[src/rtl/fetch_unit.sv]
// Program-counter / instruction-register stage for the control FSM.
// Holds PC and IR, drives the memory address, tracks halt state and counts fetches.
module fetch_unit #(
    parameter int                 AWIDTH   = 5,
    parameter int                 DWIDTH   = 8,
    parameter logic [AWIDTH-1:0]  RESET_PC = '0,
    parameter int                 CNTW     = 16
) (
    input  logic              clk,
    input  logic              rst,
    input  logic              mem_rd,
    input  logic              load_ir,
    input  logic              inc_pc,
    input  logic              load_pc,
    input  logic              halt,
    input  logic              sel,
    input  logic              resume,
    input  logic [DWIDTH-1:0] mem_rdata,
    output logic [2:0]        opcode,
    output logic [AWIDTH-1:0] ir_addr,
    output logic [AWIDTH-1:0] pc,
    output logic [AWIDTH-1:0] mem_addr,
    output logic              halted,
    output logic [CNTW-1:0]   instr_count
);

    logic [DWIDTH-1:0] ir;
    logic              capture;
    logic              capture_prev;

    assign capture  = load_ir && mem_rd;
    assign opcode   = ir[DWIDTH-1 -: 3];
    assign ir_addr  = ir[AWIDTH-1:0];
    assign mem_addr = sel ? pc : ir_addr;

    always_ff @(posedge clk) begin
        if (rst) begin
            pc           <= RESET_PC;
            ir           <= '0;
            halted       <= 1'b0;
            instr_count  <= '0;
            capture_prev <= 1'b0;
        end else if (halted) begin
            // Only resume is honoured while stopped; all other state is frozen.
            if (resume)
                halted <= 1'b0;
        end else begin
            if (halt)
                halted <= 1'b1;
            if (capture)
                ir <= mem_rdata;
            // ir_addr here is the IR before any same-cycle capture.
            if (load_pc)
                pc <= ir_addr;
            else if (inc_pc)
                pc <= pc + AWIDTH'(1);
            capture_prev <= capture;
            // The FSM holds load_ir for two cycles, so count only the rising edge.
            if (capture && !capture_prev && (instr_count != {CNTW{1'b1}}))
                instr_count <= instr_count + CNTW'(1);
        end
    end

endmodule

[config.mk]
export PLATFORM = sky130hd
export DESIGN_NAME = fetch_unit
export DESIGN_NICKNAME = d
export VERILOG_FILES = /design/src/rtl/fetch_unit.sv
export SDC_FILE = /design/constraint.sdc
export NUM_CORES = 1
export LEC_CHECK = 0
export ABC_AREA = 1
export CAP_MARGIN = 20
export CORE_ASPECT_RATIO = 1.4
export CORE_MARGIN = 5
export CORE_UTILIZATION = 45
export CTS_BUF_LIST = sky130_fd_sc_hd__clkbuf_16
export DETAILED_ROUTE_END_ITERATION = 10
export GPL_TIMING_DRIVEN = 0
export PLACE_DENSITY_LB_ADDON = 0.15
export SYNTH_ARGS = -nofsm -noshare
export SYNTH_HDL_FRONTEND = slang
export SYNTH_SLANG_ARGS = --single-unit
[constraint.sdc]
create_clock -name clk -period 3.35 [get_ports clk]
set_clock_uncertainty 0.1 [all_clocks]
set_input_delay 0.335 -clock clk [delete_from_list [all_inputs] [get_ports clk]]
set_output_delay 0.335 -clock clk [all_outputs]
set_load 0.02 [all_outputs]
# After elaboration in Yosys (flattened, before gate mapping)
# Cells that the tools add are included.
# op_classes
reduce_logical	8
n_eq_ne	1
mux	6
addsub	2
n_bitwise	1
# op_table
op	count
$add A16 B1 Y16 const B	1
$ne A16 B16 Y1 const B	1
$mux W5	3
$reduce_and A2 Y1	3
$add A5 B1 Y5 const B	1
$logic_and A1 B1 Y1	3
$mux W1	3
$reduce_bool A2 Y1	1
$logic_not A1 Y1	1
$not A1 Y1	1
# word_totals
in_bits	17
output_inout_bits	35
reg_bits	31
wordCells	23

# Longest topological paths before layout
# depth
ltp_word	4
mapped_depth	10

# Worst setup path before layout
# Ideal clock, no wire load.
# synth_timing
path_kind	register -> register
start	reg instr_count[0]
end	reg instr_count[11]
stages_incl_launch_ff	10
synth_period_minus_slack_ns	1.702
required_ns	3.118
setup_slack_ns	1.648
arrival_ns	1.470
setup_ns	0.132
path_buffers	1
path_cell_list	dfxtp_1 > ha_1 > inv_1 > nor2_1 > nand2_1 > nor2_1 > nor2_4 > buf_6 > nand2_1 > a21oi_2
# synth_between
elab_chain_cells	3
# synth_rtl
item	line_no	text
start: declaration	24	output logic [CNTW-1:0] instr_count
start signal: assignment	60	instr_count <= instr_count + CNTW'(1);
parallel branches: the longest is 3 deep, another holds $add A16 B1 Y16	-	
# Parallel ways; which one is timed is not known.
# A chain may end at the register's enable or synchronous reset.

# Worst setup path after layout
# layout_timing
start	reg pc[0]
end	out mem_addr[0]
# layout_between
elab_chain_cells	1
# layout_rtl
item	line_no	text
start: declaration	21	output logic [AWIDTH-1:0] pc,
start signal: assignment	54	pc <= ir_addr;
start signal: assignment	56	pc <= pc + AWIDTH'(1);
$mux W5	34	assign mem_addr = sel ? pc : ir_addr;
end: declaration	22	output logic [AWIDTH-1:0] mem_addr,
# Every way passes these cells.

==> impl_metrics.yaml <==
logic_synthesis:
  synth_top_area_cell: "dfxtp_1"
  synthFlopType: "dfxtp_1"
  yosysWarningCount: 0
  synth_area_per_cell_um2: 6.638
  synth_compound_area_share_pct: 15.52
  syn_area_um2: 1653
  ys_types: 23
  synth_xor_area_share_pct: 3.179
  synth_top_family_by_area: "simple AND/OR/NAND/NOR gates"
  async_reset_ff_share_pct: 0
  synth_cells: 249
  synth-edff-count: 0
  yosysMostFrequentCell: "nand2_1"
  synthTopCellsByCount: "nand2_1 (63), nor2_1 (37), dfxtp_1 (31)"
  synth_fa_ha_area_share_pct: 1.514
  netlist_top_cells_area: "dfxtp_1 (38%), nand2_1 (14%), nor2_1 (8.4%)"
  ys_ff_latch: 31
  synth-simple-area-share_pct: 32.93
  synth_mux_area_share_pct: 0
  yosysSeqAreaShare_pct: 37.55
  syn-num-nets: 268
  synth_top_area_share_pct: 37.55
critical_path:
  cp-end-kind: "primary output"
  cp_num_buf_inv: 1
  critical_path_class: "reg2out"
  worst_setup_path_start_kind: "register"
  cp_data_arrival_time_ps: 1480
  cp_max_fo: 6
  cp_data_required_time_ps: 2910
  critPathLaunch: "pc[0]$_SDFFE_PP0P_"
  max_stage_delay_ps: 630
  critPathTopFamily: "buffers and inverters"
  reg2reg_from: "instr_count[0]$_SDFFE_PP0P_"
  worstPathCellList: "nand2_1 > o21ai_0 > clkdlybuf4s50_1"
  critPathSlowestCell: "clkdlybuf4s50_1"
timing:
  hold_viol: 0
  setup_tns_ps: 0
  fmax_mhz: 522.1
  tightestPinTransition_ps: 552.0
  final_max_slew_viol_count: 0
  relSlewSlack_pct: 63.20
  worst_slack_ps: 1435
  min_period_ps: 1915
  finalSetupViolCount: 0
  rsz0062_at_grt: "no"
  finalCritPeriodShare_pct: 57.18
cts:
  holdBufCountCts: 0
  cts_tree: "done"
  clock_sinks: 31
  post-cts-setup-buffers: 0
  clockRootBuffer: "clkbuf_16"
  worstSkewPairLatency_ps: 280
  cts_buffers: 5
  cts_resized: 0
  cts_max_level: 2
  clockBufferDepth: 2
  cts.clk_slew.worst_paths_ps: 50
global_routing:
  track_usage_pct: 17.87
  grt_pass1_wl_um: 6644
  grt_overflow: 0
  antenna_found_initial: 0
  grt_max_degree: 11
  grt_pass1_vias: 1600
finish:
  syn_to_final_growth_pct: 42.47
  antenna_cells: 0
  drive_gt1_share_pct: 6.885
  layout.nets: 324
power_and_ir_drop:
  finalPower_mw: 1.047
  leakage_nw: 0.8990
  cellPowerDensity_nw_per_um2: 444.7
  vdd_ir_drop_max_v: 0.0004558
  internal-power_mw: 0.7975
  seq_power_share_pct: 38.1
  switching_share_pct: 23.84
  p_clk_share_pct: 47.8
  combPwrFrac_pct: 14.0
  p_sw_mw: 0.2496
place:
  hpwl_um: 3079
  port-buffer-count: 49
  pre_cts_ws_ps: 1450
  gp_congestion: 0.8529
drt:
  viasPerCell: 4.899
  drc: 0
  dr.pass1.iters: 4
  post_drt_wl_per_cell_um: 11.73
  num_vias: 1700
  wl_um: 4071
  first_iter_violations: 72
  ant_nets: 0
job:
  maxCapViolations: 0
die:
  core_area_um2: 3611
  rows: 26
  die_area_um2: 5002
  initial_core_util_pct: 45.77
  fp.dieW_um: 61.22
  die_y_um: 81.71
  io_pins: 52
min_path:
  hold_path_class: "in2reg"
  hold_start: "load_pc"
outcome:
  status: "finished, final reports clean"
## state kept, by name, summed over array words and instances, names as in the netlist
name / cells
capture_prev: 1
halted: 1
instr_count: 16
ir: 8
pc: 5
## worst paths after layout
kind / cells past startpoint / slack, ps / endpoint
setup / recovery: 3 / 1430 / mem_addr[0]
hold / removal: 3 / 250 / pc[1]$_SDFFE_PP0P_
setup reg to reg: 9 / 1610 / instr_count[11]$_SDFFE_PP0P_
hold reg to reg: 2 / 380 / ir[6]$_SDFFE_PP0P_
## logic make-up (layout without fill, tap and decap cells)
logic type / count (synthesis) / after routing
xor gates and xnor gates: 6 / 6
buffers and inverters: 35 / 91
and+or+nand+nor: 126 / 126
DFF: 31 / 31
AOI/OAI and AO/OA: 49 / 49
adders and majority gates: 2 / 2
## area by class of cell
type                       instances  area, µm²
fill                             326       1256
multi-input combinational        183      878.3
sequential                        31      620.6
timing repair buffer              49      490.5
clock buffer                       5      125.1
inverter                          28      105.1
tap                               42      52.55
buffer                             7      48.80
clock inverter                     2      33.78
## per-stage QoR
step | cells | hold slack (ps) | util (%) | instance area, µm²
after floorplan | 249 | 304.1 | - | 1653
after global placement | 340 | 363.8 | 60.81 | 2196
after detailed placement | 340 | 378.5 | 60.81 | 2196
after CTS | 347 | 246.4 | 65.21 | 2355
after global routing | 347 | 273.7 | 65.21 | 2355
final | 347 | 248.6 | 65.21 | 2355
## routing by layer
| layer | up-vias | part of all wire, % | global-route usage (%) |
|---|---|---|---|
| li1 | 908 | - | - |
| met4 | 0 | 1.8 | 8.243 |
| met5 | - | 0 | 0 |
| met1 | 742 | 40 | 17.93 |
| met2 | 43 | 52 | 31.99 |
| met3 | 7 | 5.7 | 6.132 |
## placed cells by master, fill, tap and decap left out, drive strengths merged
cell type / count
nand2: 66
clkdlybuf4s50: 49
nor2: 40
dfxtp: 31
inv: 29
a21oi: 25
o21ai: 22
nand3: 14
clkbuf: 9
xor2: 4
buf: 3
nand4: 3
nand3b: 2
xnor2: 2
ha: 2
a31oi: 1
nor3: 1
o211ai: 1
bufinv: 1
## power by group through the flow
stage	Combinational [mW]	Clock [mW]	Sequential (mW)
floorplan	0.0619	0	0.422
finish	0.147	0.501	0.399
global placement	0.147	0	0.406
detailed placement	0.148	0	0.407
global route	0.162	0.522	0.402
CTS	0.149	0.509	0.399
## worst reg2reg max path: stages, from the launching register on
cell     delay, ps
dfxtp_1        400
ha_1           280
inv_1           60
nor2_1         100
nand2_1        110
nor2_1         200
nor2_4          80
buf_6          150
nand2_1         80
a21oi_2         50
(Power assumes the default switching activity.)
==> edit: new RTL, same flow settings <==
Set the parameter `AWIDTH` to 6 (it was 5).
--- a/src/rtl/fetch_unit.sv
+++ b/src/rtl/fetch_unit.sv
@@ -2,5 +2,5 @@
 // Holds PC and IR, drives the memory address, tracks halt state and counts fetches.
 module fetch_unit #(
-    parameter int                 AWIDTH   = 5,
+    parameter int                 AWIDTH   = 6,
     parameter int                 DWIDTH   = 8,
     parameter logic [AWIDTH-1:0]  RESET_PC = '0,
Interface: changed (resized ir_addr, mem_addr and pc); port bits go from 52 to 55. No check against the original RTL was run, so the function may have changed too.
==> edit against the original RTL <==
Setup slack got worse by 0.47 ns; final area rose by 7.0%; synthesized cell count rose by 8.8%; sequential power rose by 4%; critical endpoint is now mem_addr[5]; sequential cell count rose by 1; sequential share of layout area fell by 0.92 points; hold slack improved by 0.064 ns; die area rose by 8.2%; routed wire length rose by 19%; synthesized area rose by 9.6%; total power fell by 4.3%; highest routed layer unchanged.
==> edit: results (changes against the original RTL) <==
stage,metric,value,unit,change
status,status,"complete, no violations",,unchanged
place,dp_cells,366,,was 340
finish,final_nets,349,,was 324
finish,ff_latch_area,641,µm²,was 621 µm²
synthesis,synth_fa_ha_area_share,1.38,%,was 1.51%
sta,relSlewSlack,55.5,%,was 63.2%
power,power.leakage,0.900,nW,was 0.899 nW
drt,dr.first_iter.drc_count,43,,was 72
global_routing,track_usage,18.3,%,was 17.9%
drt,met3_wirelength,198,µm,was 233 µm
synthesis,synthTopCellsByCount,"nand2_1, nor2_1, dfxtp_1",,unchanged
synthesis,syn_area_per_cell,6.69,µm²,was 6.64 µm²
global_routing,grt_use_met3,3.84,%,was 6.13%
place,port_buffers,52,,was 49
synthesis,netlist_top_cells_area,"dfxtp_1, nand2_1, nor2_1",,unchanged
global_routing,grt_pass1_wl,8.10,mm,was 6.64 mm
synthesis,syn-num-nets,290,,was 268
place,place_hpwl,3.71,mm,was 3.08 mm
global_routing,grt_use_met1,19.4,%,was 17.9%
synthesis,yosys.area_share.xor_xnor,1.45,%,was 3.18%
critical_path,r2r_setup_slack,1.58,ns,was 1.61 ns
drt,dr.pass1.iters,5,,was 4
finish,fillCellCount,370,,was 326
power,pg_clk,422,µW,was 501 µW
place,placed_area,0.00239,mm²,was 0.00220 mm²
sta,final.period_utilization,71.3,%,was 57.2%
drt,dr_wl_met2,2.58,mm,was 2.12 mm
drt,viasPerCell,5.10,,was 4.90
synthesis,synth_compound_area_share,17.8,%,was 15.5%
sta,whs,0.313,ns,was 0.249 ns
global_routing,met2_usage,35.3,%,was 32.0%
critical_path,arrival,1.95,ns,was 1.48 ns
critical_path,critical_path.max_fanout,10,,was 6
synthesis,seq_area_frac_synth,35.4,%,was 37.5%
finish,reg.largest.list,"instr_count (16), ir (8), pc (6)",,"was instr_count (16), ir (8), pc (5)"
place,place_ws,0.942,ns,was 1.45 ns
[edit: cell types whose count changed in the layout (fill, tap and decap cells not counted), sizes merged, moves of 3 or more]
cell,change
nor2,+3
o21ai,+4
clkdlybuf4s50,+3
nand3,+5
[edit: final timing paths]
path / end / cells past startpoint / start
max: mem_addr[5] / 5 / sel
min: pc[0] / 3 / load_pc
max reg2reg: instr_count[13] / 10 / instr_count[0]
min reg2reg: ir[1] / 2 / ir[1]
[edit: cell families after synthesis]
logic type               after synthesis
AND/OR/NAND/NOR                      139
AO/OA/AOI/OAI                         55
buffers and inverters                 40
flip-flops                            32
XOR/XNOR                               3
adder cells (fa/ha/maj)                2
[edit: tightest hold or removal path, cell delays in order]
cell and delay (ns):
buf_2 0.15, nand2_1 0.08, a31oi_1 0.07
[edit: cell type report]
type	count	share of cell area [%]
buffer	10	2.48
sequential	32	25.4
tap	43	2.14
clock buffer	5	4.97
clock inverter	2	0.298
inverter	30	4.47
timing repair buffer	52	20.7
multi-input combinational	199	39.5
